File: src/rtl/mips_pipe_pkg.sv
// Shared fetch-stage types and constants.
// FSM encoding, NOP word and default reset pc.
package mips_pipe_pkg;

  typedef enum logic {
    FETCH   = 1'b0,
    PRESENT = 1'b1
  } fetch_state_e;

  localparam logic [31:0] NOP = 32'h0000_0000;
  localparam logic [31:0] RESET_PC_DEFAULT = 32'h0000_0000;

  function automatic logic [31:0] next_pc(
    input logic [31:0] pc
  );
    return pc + 32'd4;
  endfunction

endpackage

File: src/rtl/if_fetch_unit_if.sv
// Instruction memory request/response bundle.
// master = fetch unit, slave = memory.
interface if_fetch_unit_if;

  logic        imem_req;
  logic [31:0] imem_addr;
  logic [31:0] imem_rdata;
  logic        imem_ack;

  modport master (
    output imem_req,
    output imem_addr,
    input  imem_rdata,
    input  imem_ack
  );

  modport slave (
    input  imem_req,
    input  imem_addr,
    output imem_rdata,
    output imem_ack
  );

endinterface

File: src/rtl/if_fetch_unit.sv
// Instruction fetch stage: one outstanding request,
// redirect latching and a sticky ack watchdog.
module if_fetch_unit
  import mips_pipe_pkg::*;
#(
  parameter logic [31:0] RESET_PC = RESET_PC_DEFAULT,
  parameter int          WDOG_MAX = 15
) (
  input  logic                   clk,
  input  logic                   rst,
  if_fetch_unit_if.master        imem,
  input  logic                   stall_in,
  input  logic                   redirect_valid,
  input  logic [31:0]            redirect_target,
  output logic [31:0]            out_Instruction_Data,
  output logic [31:0]            out_Add4_PC_4,
  output logic                   out_fetch_valid,
  output logic                   out_IF_Hold,
  output logic                   out_fetch_timeout
);

  localparam int CW = $clog2(WDOG_MAX + 1);
  localparam logic [CW-1:0] WMAX = CW'(WDOG_MAX);

  fetch_state_e  state, state_n;
  logic [31:0]   pc, pc_n;
  logic          pend, pend_n;
  logic [31:0]   tgt, tgt_n;
  logic [31:0]   data, data_n;
  logic [31:0]   add4, add4_n;
  logic [CW-1:0] cnt, cnt_n;
  logic          tout, tout_n;
  logic          fresh;
  logic          ack_ok;

  // an ack right after reset belongs to the abandoned access
  assign ack_ok = imem.imem_ack & ~fresh;

  always_comb begin
    state_n = state;
    pc_n    = pc;
    pend_n  = pend;
    tgt_n   = tgt;
    data_n  = data;
    add4_n  = add4;
    cnt_n   = cnt;
    tout_n  = tout;
    unique case (state)
      FETCH: begin
        if (ack_ok) begin
          cnt_n = '0;
          if (redirect_valid) begin
            pc_n   = redirect_target;
            pend_n = 1'b0;
          end else if (pend) begin
            pc_n   = tgt;
            pend_n = 1'b0;
          end else begin
            data_n  = imem.imem_rdata;
            add4_n  = next_pc(pc);
            state_n = PRESENT;
          end
        end else begin
          if (redirect_valid) begin
            pend_n = 1'b1;
            tgt_n  = redirect_target;
          end
          if (cnt != WMAX) cnt_n = cnt + 1'b1;
          if (cnt_n == WMAX) tout_n = 1'b1;
        end
      end
      PRESENT: begin
        cnt_n = '0;
        if (redirect_valid) begin
          pc_n    = redirect_target;
          state_n = FETCH;
        end else if (!stall_in) begin
          pc_n    = next_pc(pc);
          state_n = FETCH;
        end
      end
    endcase
  end

  always_ff @(posedge clk) begin
    if (rst) begin
      state <= FETCH;
      pc    <= RESET_PC;
      pend  <= 1'b0;
      tgt   <= NOP;
      data  <= NOP;
      add4  <= '0;
      cnt   <= '0;
      tout  <= 1'b0;
      fresh <= 1'b1;
    end else begin
      state <= state_n;
      pc    <= pc_n;
      pend  <= pend_n;
      tgt   <= tgt_n;
      data  <= data_n;
      add4  <= add4_n;
      cnt   <= cnt_n;
      tout  <= tout_n;
      fresh <= 1'b0;
    end
  end

  assign imem.imem_req      = (state == FETCH) & ~rst;
  assign imem.imem_addr     = pc;
  assign out_Instruction_Data = data;
  assign out_Add4_PC_4      = add4;
  assign out_fetch_valid    = (state == PRESENT);
  assign out_IF_Hold        = stall_in | ~out_fetch_valid;
  assign out_fetch_timeout  = tout;

endmodule

File: src/flat_wrapper.sv
// flat-port wrapper written by rule: the top's interface ports become plain ports
module if_fetch_unit_flat import mips_pipe_pkg::*;
#(
  parameter logic [31:0] RESET_PC = RESET_PC_DEFAULT,
  parameter int          WDOG_MAX = 15
)
  (clk, rst, stall_in, redirect_valid, redirect_target, out_Instruction_Data, out_Add4_PC_4, out_fetch_valid, out_IF_Hold, out_fetch_timeout, imem_imem_req, imem_imem_addr, imem_imem_rdata, imem_imem_ack);
  if_fetch_unit_if imem_i ();
  input  logic clk;
  input  logic rst;
  input  logic stall_in;
  input  logic redirect_valid;
  input  logic [31:0] redirect_target;
  output logic [31:0] out_Instruction_Data;
  output logic [31:0] out_Add4_PC_4;
  output logic out_fetch_valid;
  output logic out_IF_Hold;
  output logic out_fetch_timeout;
  output wire logic [$bits(imem_i.imem_req)-1:0] imem_imem_req;
  output wire logic [$bits(imem_i.imem_addr)-1:0] imem_imem_addr;
  input wire logic [$bits(imem_i.imem_rdata)-1:0] imem_imem_rdata;
  input wire logic [$bits(imem_i.imem_ack)-1:0] imem_imem_ack;
  assign imem_imem_req = imem_i.imem_req;
  assign imem_imem_addr = imem_i.imem_addr;
  assign imem_i.imem_rdata = imem_imem_rdata;
  assign imem_i.imem_ack = imem_imem_ack;
  if_fetch_unit #(.RESET_PC(RESET_PC), .WDOG_MAX(WDOG_MAX)) u_core (.clk(clk), .rst(rst), .imem(imem_i), .stall_in(stall_in), .redirect_valid(redirect_valid), .redirect_target(redirect_target), .out_Instruction_Data(out_Instruction_Data), .out_Add4_PC_4(out_Add4_PC_4), .out_fetch_valid(out_fetch_valid), .out_IF_Hold(out_IF_Hold), .out_fetch_timeout(out_fetch_timeout));
endmodule
File: config.mk
export PLATFORM = sky130hd
export DESIGN_NAME = if_fetch_unit_flat
export DESIGN_NICKNAME = d
export VERILOG_FILES = /design/src/rtl/mips_pipe_pkg.sv /design/src/rtl/if_fetch_unit_if.sv /design/src/rtl/if_fetch_unit.sv /design/src/flat_wrapper.sv
export SDC_FILE = /design/constraint.sdc
export NUM_CORES = 1
export LEC_CHECK = 0
export CAP_MARGIN = 15
export CORE_AREA = 5 5 88 172
export DETAILED_ROUTE_END_ITERATION = 10
export DIE_AREA = 0 0 93 177
export DONT_BUFFER_PORTS = 1
export GPL_TIMING_DRIVEN = 0
export PLACE_DENSITY = 0.58
export SETUP_SLACK_MARGIN = 0.02
export SYNTH_ARGS = -nofsm -noshare
export SYNTH_HDL_FRONTEND = slang
export SYNTH_SLANG_ARGS = --single-unit
File: constraint.sdc
create_clock -name clk -period 3.42 [get_ports clk]
set_input_delay 0.513 -clock clk [delete_from_list [all_inputs] [get_ports clk]]
set_output_delay 0.513 -clock clk [all_outputs]
set_load 0.005 [all_outputs]
==> metrics.txt, run 1 <==
maximum vdd drop ~0.00037 V; Period minus WS final around 2800 ps; Post-CTS Resized 0; vias 5768; drt pass-1 iters 6; fraction of layout cells with a size suffix above 1 between 5 and 6%; Longest Clk Path Bufs 2; largest family of logic cells by synthesized area simple AND/OR/NAND/NOR gates; CTS Sinks 136; outcome completed; largest area contributor in the netlist dfxtp_1; Post-synth EDFFs 0; RSZ-0062 raised after global routing false; fmax ~360 MHz; cts-stage hold buffer count 0; Final Setup Violations 0; GP Congestion ~0.9; PortBufs 0; Worst Path Arrival a little over 3000 ps; Worst EP required about 3800 ps; Worst-Margin Slew around 760 ps; Cells after Synth about 800; DRT Wirelength 20000 um; CP Buf/Inv Count 1; Mapped Nets 869; flop-to-flop setup slack ~660 ps; relative slew slack approximately half; total power approximately 4.0 mW; starting density of the core roughly 45%; # fillers 1404; post-detail-place hpwl around 15000 um; max incr delay on CP roughly 540 ps; Ys Warns 0; cell breakdown of the critical path ha_1, and3_1, clkbuf_1, and3_1, nand3_1, or4_1, a31oi_1; Post-Place Cell Area 6350 um2; post-synthesis sequential area ratio 44.2%; setup TNS 0 ps; CTS tree yes; Die X a little over 90 um; Synth Area in Compound Gates 21.4%; post-synthesis adder-cell area fraction less than 1%; leading post-synthesis cells by cell area dfxtp_1 44%, nand2_1 11%, a21oi_1 10%, o21ai_0 3.6%, clkbuf_1 3.4%; setup bufs post-CTS 0; vias per cell 5.84; CP max FO 8; Synth Cell Area 6160 um2; number of inserted diodes 0; GRT Overall Usage 24.0%; Top FF cell, synth dfxtp_1; Post-DRT Antenna Nets 0; number of global-route vias before repair approximately 5300; Clock Skews around 8 ps; XOR/XNOR Fraction of Synth Area about 4.1%; Worst path top cell family by delay simple AND/OR/NAND/NOR gates; Async SR Flop Fraction 0%; WL per Instance slightly above 20 um; first-pass GRT wire length a little over 30000 um; Yosys reg bits 136; Critical Path End Type flip-flop; 1st-iter DRT viols 431; Finished Layout Cells 988; Root Driver clkbuf_16; design area 6990 um2; Total Die Area between 15000 and 20000 um2; pin count of the biggest net entering global routing 17; final hold vios 0; Max Transition Viols Final 0; initial antenna violation count 1; P&R area growth vs syn 13.4%; Worst path slowest cell or4_1; die height about 180 um; Pleak ~2.4 nW; total grt overflow 0; Avg Synthesized Cell Area just under 8 um2; Core Area ~14000 um2; final hold slack around 120 ps; DP Cell Count 955; Most Frequent Cell on Critical Path and3_1; Synth top area share 44.2%; period utilisation layout 80.8%; Synth cell types between 50 and 60; # rows a little over 60; Skew-Pair Late Insertion Delay around 420 ps; Setup CP Type reg -> reg; Max Cap Violations 0; clock slew at reported path FFs 60 ps; PD cells around 580 nW/um2; final net count between 800 and 900; CP Launch Type flip-flop; CTS Buf Count 17; simple-gate portion of the synthesized area a little under a quarter; Residual DRC 0; worst min path class in -> reg; I/O pin cnt ~170; post-synthesis mux area share ~1.6%; htree depth 4
==> power by group <==
part | total, mW | internal, mW | switching (mW)
clock network | 1.96 | 1.23 | 0.729
registers | 1.74 | 1.66 | 0.0762
logic | 0.330 | 0.111 | 0.218
==> final timing paths <==
kind	start	end	cells after the start
min	rst	u_core.fresh$_DFF_P_	0
max reg2reg	u_core.imem.imem_addr[2]$_SDFFE_PP0P_	u_core.imem.imem_addr[28]$_SDFFE_PP0P_	7
min reg2reg	u_core.tgt[22]$_SDFFE_PP0P_	u_core.tgt[22]$_SDFFE_PP0P_	2
max	u_core.imem.imem_addr[2]$_SDFFE_PP0P_	u_core.imem.imem_addr[28]$_SDFFE_PP0P_	7
==> sequential cells by signal (all words and copies together), names as in the netlist <==
| name | flops |
|---|---|
| u_core.out_Add4_PC_4 | 32 |
| u_core.out_fetch_timeout | 1 |
| u_core.fresh | 1 |
| u_core.cnt | 4 |
| u_core.imem.imem_addr | 32 |
| u_core.out_fetch_valid | 1 |
| u_core.tgt | 32 |
| u_core.out_Instruction_Data | 32 |
| u_core.pend | 1 |
==> kinds of logic after synthesis <==
logic type               after synthesis
AND/OR/NAND/NOR                      322
flip-flops                           136
adder cells (fa/ha/maj)                2
XOR/XNOR                              29
multiplexers                          10
buffers and inverters                 71
AO/OA/AOI/OAI                        228
==> per-stage QoR <==
stage	utilization (%)	setup WS [ps]
after global routing	50.9	543
final	50.9	656
after detailed placement	46.3	707
after CTS	50.8	695
after floorplan	-	1300
after global placement	46.3	726
==> cells in the final DEF (no fill, tap or decap), types with 3 or more instances in the layout <==
cell type    n
clkinv_4     4
nand4_1     14
a21oi_1    124
a21o_1       5
nand3_1     13
nor3_1      10
and3_1      17
inv_6        3
nand3b_1     3
a31oi_1      8
nor2b_1      4
clkbuf_16   17
nor3b_1      3
nand2b_1     3
inv_1        4
o211ai_1     4
a211oi_1    16
clkbuf_1    57
or3_1        4
bufinv_16    4
dfxtp_1    136
mux2i_1     10
nor2_1      54
a311o_1      3
xor2_1      14
buf_2        6
nand2_1    177
and2_1       4
and4_1       4
xnor2_1     15
a311oi_1     4
o31ai_1      5
buf_1        5
o21ai_0     44
==> metal layers <==
layer	track usage (%)	routed length, um	vias up
li1	-	-	2829
met1	29.9	8070	2687
met2	39.2	9860	221
met3	7.91	1780	29
met4	7.46	316	2
met5	0	12	-
==> synth_stat cells, types with 3 or more instances <==
master,instances
dfxtp_1,136
or3_1,4
o211ai_1,4
nand4_1,14
inv_1,4
nor3_1,10
buf_1,5
and3_1,17
xor2_1,14
a311o_1,3
and2_1,4
o31ai_1,5
a311oi_1,4
mux2i_1,10
and4_1,4
nor3b_1,3
clkbuf_1,55
nand2b_1,3
nand3_1,13
a21oi_1,124
o21ai_0,44
nor2_1,54
a211oi_1,16
nand2_1,177
a31oi_1,8
buf_2,5
nor2b_1,4
nand3b_1,3
xnor2_1,15
a21o_1,5
==> layout make-up <==
| type | instances | area (um2) | area share [%] |
|---|---|---|---|
| inverters | 5 | 18.8 | 0.269 |
| repair buffers | 1 | 5.00 | 0.0716 |
| multi-input cells | 591 | 3160 | 45.3 |
| well taps | 157 | 196 | 2.81 |
| clock buffers | 19 | 433 | 6.20 |
| clock inverters | 13 | 194 | 2.78 |
| plain buffers | 66 | 255 | 3.65 |
| flip-flops and latches | 136 | 2720 | 39.0 |
No activity file was read; power rests on OpenSTA's default activity.
==> inputs of run 2 (changes only) <==
clock period = 2.8 ns   (was 3.42 ns; I/O delays follow)
==> run 2 against run 1 <==
  * Wire length hardly changed
  * Sequential share of layout area about the same
  * Clock skew decreased by 0.94 ps
  * Register-to-register slack worse by 470 ps
  * Non-clock buffer count is 1 lower
  * Count of clock-buffer cells in the layout is the same
  * Flip-flop and latch count unchanged
  * Total power grew 22%
  * Maximum frequency is 5.8% higher
  * Core utilization about the same
==> metrics.txt, run 2 (same netlist as run 1, synthesis figures left out) <==
vias approximately 5800; period utilisation layout between 90 and 100%; DP Cell Count 955; Internal 3.67 mW; Seq pwr share 43.2%; cts-stage hold buffer count 0; worst min path class in -> reg; Max Cap Violations 0; CP max FO 8; Total Die Area 16500 um2; CP Launch Type flip-flop; htree depth 4; GRT Overall Usage between 20% and 30%; Setup CP Type reg -> reg; number of inserted diodes 0; most common cell after layout, fill and taps aside nand2_1; pin count of the biggest net entering global routing 17; 1st-iter DRT viols ~380; Worst Path Arrival 2950 ps; Root Driver clkbuf_16; design area 6980 um2; Max Transition Viols Final 0; vias per cell between 5 and 6; Residual DRC 0; setup bufs post-CTS 0; Final Setup Violations 0; Post-CTS Resized 0; PortBufs 0; final hold vios 0; # rows between 60 and 70; setup TNS 0 ps; total grt overflow 0; CTS Buf Count 17; final net count around 890; I/O pin cnt roughly 170; Clock Skews between 7 and 8 ps; Post-Place Cell Area ~6400 um2; initial antenna violation count 1; P&R area growth vs syn 13.4%; clock slew at reported path FFs roughly 60 ps; DRT Wirelength approximately 20000 um; RSZ-0062 raised after global routing false; Final Util 50.8%; clock network fraction of total power between 40% and 50%; Worst path slowest cell dfxtp_1; Net Sw Frac 25.4%; Skew-Pair Late Insertion Delay 420 ps; PD cells approximately 700 nW/um2; Worst EP required between 3000 and 4000 ps; Period minus WS final between 2000 and 3000 ps; maximum vdd drop around 0.00045 V; number of global-route vias before repair 5252; outcome completed; Critical Path End Type flip-flop; CTS tree yes; fraction of layout cells with a size suffix above 1 under 10%; # fillers 1406; Most Frequent Cell on Critical Path and3_1; cell breakdown of the critical path ha_1, and3_1, and3_1, nand3_1, or4_1, a31oi_1; Worst-Margin Slew 748 ps; switching power total approximately 1.2 mW; first-pass GRT wire length approximately 30000 um; Post-DRT Antenna Nets 0; die height roughly 180 um; Gate power share 8.2%; fmax 383 MHz; Longest Clk Path Bufs 2; CTS Sinks between 100 and 150; Core Area between 10000 and 15000 um2; Die X about 93 um; starting density of the core ~45%; post-detail-place hpwl between 10000 and 15000 um; Pleak roughly 2.4 nW; relative slew slack about half; commonest non-fill, non-tap cells in the layout 177 x nand2_1, 136 x dfxtp_1, 124 x a21oi_1; WL per Instance around 20 um; max incr delay on CP roughly 530 ps; drt pass-1 iters 6; Finished Layout Cells between 900 and 1000; GP Congestion ~0.88
==> run 2: cell count changes in the layout (fill, tap and decap cells not counted), sizes merged <==
cell	change
clkbuf	-1
==> run 2: worst paths after layout <==
| path | startpoint | end | slack (ps) | cells past startpoint |
|---|---|---|---|---|
| setup reg to reg | u_core.imem.imem_addr[2]$_SDFFE_PP0P_ | u_core.imem.imem_addr[28]$_SDFFE_PP0P_ | 190 | 6 |
| hold reg to reg | u_core.tgt[27]$_SDFFE_PP0P_ | u_core.tgt[27]$_SDFFE_PP0P_ | 450 | 2 |
| hold / removal | rst | u_core.fresh$_DFF_P_ | 20 | 0 |
| setup / recovery | u_core.imem.imem_addr[2]$_SDFFE_PP0P_ | u_core.imem.imem_addr[28]$_SDFFE_PP0P_ | 190 | 6 |
==> run 2: power groups by stage <==
stage	Combinational (mW)	Sequential [mW]	Clock [mW]
after floorplan	0.292	2.14	0
after global placement	0.393	2.16	0
after detailed placement	0.397	2.17	0
after CTS	0.400	2.12	2.43
after global routing	0.451	2.14	2.51
final	0.402	2.12	2.39
==> run 2: area by class of cell <==
cell class                 instances  area [um2]  share of cell area (%)
tap                              157         196                    2.81
sequential                       136        2720                    39.0
buffer                            65         251                    3.60
inverter                           5        18.8                   0.269
timing repair buffer               1        5.00                  0.0717
clock buffer                      19         433                    6.20
clock inverter                    13         194                    2.78
multi-input combinational        591        3160                    45.3
==> run 2: layer usage <==
| layer | vias up | GRT usage, % | wire length, um |
|---|---|---|---|
| met2 | 239 | 39.2 | 9910 |
| met5 | - | 0 | 12 |
| met4 | 2 | 7.46 | 286 |
| li1 | 2832 | - | - |
| met3 | 24 | 7.91 | 1830 |
| met1 | 2660 | 29.9 | 7990 |
==> run 2: critical path, delay by kind of cell (launching register included) <==
family,cells,cell delay (ps)
adders and majority gates,1,300
AOI/OAI and AO/OA,1,170
DFF,1,530
and+or+nand+nor,4,1530
==> run 2: through the flow <==
step	hold WS, ps	setup slack [ps]	power (mW)
2_1_floorplan	432	684	2.43
3_3_place_gp	438	106	2.56
3_5_place_dp	444	87.4	2.56
4_1_cts	14.5	75.1	4.95
5_1_grt	8.87	66.1	5.10
6_report	24.5	188	4.92
==> inputs of run 3 (changes only) <==
CELL_PAD_IN_SITES_DETAIL_PLACEMENT = 1   (was not set)
CELL_PAD_IN_SITES_GLOBAL_PLACEMENT = 1   (was not set)
CORE_AREA = 5 5 89 174   (was 5 5 88 172)
DIE_AREA = 0 0 94 179   (was 0 0 93 177)
PLACE_DENSITY = 0.75   (was 0.58)
==> run 3 against run 2 <==
  * Die area increased by 2.2%
  * Critical path depth up 1
  * Largest cell class unchanged
  * Combinational power up 4%
  * Core utilization fell by 0.29 points
  * Critical endpoint is now u_core.imem.imem_addr[17]$_SDFFE_PP0P_
  * Clock power is essentially flat
  * Setup slack got worse by 8.0 ps
  * Global-route usage grew 3.9 points
==> metrics.txt, run 3 (same netlist as run 1, synthesis figures left out) <==
number of global-route vias before repair between 6000 and 7000; RSZ-0062 raised after global routing false; PortBufs 0; design area roughly 7000 um2; fraction of layout cells with a size suffix above 1 ~5.8%; Skew-Pair Late Insertion Delay approximately 430 ps; first-pass GRT wire length about 36000 um; most used routing layer met2; CTS Sinks roughly 140; post-route setup slack 180 ps; vias roughly 6000; CP Launch Type flip-flop; total power approximately 4.9 mW; Max Cap Violations 0; Post-DRT Antenna Nets 0; period utilisation layout 93.6%; pin count of the biggest net entering global routing 17; maximum vdd drop between 0.0004 and 0.0005 V; PD cells between 700 and 800 nW/um2; drt pass-1 iters 4; met2 GRT Util 51.9%; starting density of the core 44.3%; # fillers roughly 1800; clock slew at reported path FFs 60 ps; Clock Skews just over 10 ps; I/O pin cnt between 150 and 200; Worst-Margin Slew slightly above 800 ps; Residual DRC 0; 1st-iter DRT viols between 200 and 250; final net count between 800 and 900; GRT Overall Usage about 28%; Max Transition Viols Final 0; met3 usage under 10%; Worst Path Arrival around 3000 ps; met1 Resource Use GR between 20 and 30%; GP Congestion 0.906; Core Area between 10000 and 15000 um2; # rows 61; Setup CP Type reg -> reg; Final Util between 50% and 60%; total grt overflow 0; most common cell after layout, fill and taps aside nand2_1; commonest non-fill, non-tap cells in the layout 177 x nand2_1, 136 x dfxtp_1, 124 x a21oi_1; CTS Buf Count 17; dpl ws -69.4 ps; outcome completed; setup TNS 0 ps; area of the multi-input gates around 3200 um2; WL per Instance around 23 um; post-detail-place hpwl approximately 18000 um; initial antenna violation count 0; setup bufs post-CTS 0; worst min path class in -> reg; htree depth 4; Critical Path End Type flip-flop; CTS tree yes; Total Die Area between 15000 and 20000 um2; vias per cell between 5 and 6; FF/Latch Area 2720 um2; die height 179 um; P&R area growth vs syn 14.0%; CP max FO 10; Final Setup Violations 0; Pleak 2.43 nW; Longest Clk Path Bufs 2; Die X 94 um; number of inserted diodes 0; Worst EP required 3130 ps; Root Driver clkbuf_16; Post-Place Cell Area approximately 6400 um2; Period minus WS final between 2000 and 3000 ps; relative slew slack 44.8%; final hold vios 0; DRT Wirelength about 23000 um; fmax 382 MHz
==> run 3: cell count changes in the layout (fill, tap and decap cells not counted), sizes merged <==
cell,previous run,this run
bufinv,4,3
clkbuf,74,73
clkinv,6,5
inv,7,10
==> run 3: worst paths after layout <==
| path | startpoint | endpoint | slack [ps] | cells after the start |
|---|---|---|---|---|
| max reg2reg | u_core.out_fetch_valid$_SDFF_PP0_ | u_core.imem.imem_addr[17]$_SDFFE_PP0P_ | 180 | 7 |
| min reg2reg | u_core.tgt[16]$_SDFFE_PP0P_ | u_core.tgt[16]$_SDFFE_PP0P_ | 450 | 2 |
| max | u_core.out_fetch_valid$_SDFF_PP0_ | u_core.imem.imem_addr[17]$_SDFFE_PP0P_ | 180 | 7 |
| min | rst | u_core.fresh$_DFF_P_ | 20 | 0 |
==> run 3: what timing repair did <==
action / 4_1_cts / 5_1_grt
hold buffers: 0 / 0
setup endpoints to repair: 1 / 3
resized for setup: 0 / 4
==> run 3: per-layer routing <==
layer	vias to the layer above	part of all wire [%]
li1	2831	-
met2	210	54
met1	2921	34
met5	-	0
met3	54	7.3
met4	0	4.2
==> run 3: through the flow <==
stage | cells | hold slack, ps
final | 1019 | 18.4
after CTS | 1019 | 11.5
after detailed placement | 988 | 448
after global placement | 987 | 438
after floorplan | 798 | 432
after global routing | 1019 | 5.80
==> run 3: area by class of cell <==
| cell class | instances | area share, % |
|---|---|---|
| multi-input cells | 591 | 45.1 |
| flip-flops and latches | 136 | 38.8 |
| clock buffers | 18 | 6.11 |
| plain buffers | 65 | 3.60 |
| well taps | 189 | 3.37 |
| clock inverters | 14 | 2.66 |
| inverters | 5 | 0.267 |
| repair buffers | 1 | 0.0713 |
==> run 3: critical path, stage by stage, from the launching register on <==
cell,delay (ps)
dfxtp_1,470
nor2b_1,170
clkbuf_1,370
nand2_1,240
nand2_1,340
clkbuf_1,550
a211oi_1,170
nor3_1,210
==> run 3: power by group <==
part | leakage, nW | internal, mW | switching [mW]
logic | 1.02 | 0.136 | 0.282
clock network | 0.300 | 1.43 | 0.965
registers | 1.11 | 2.03 | 0.0968
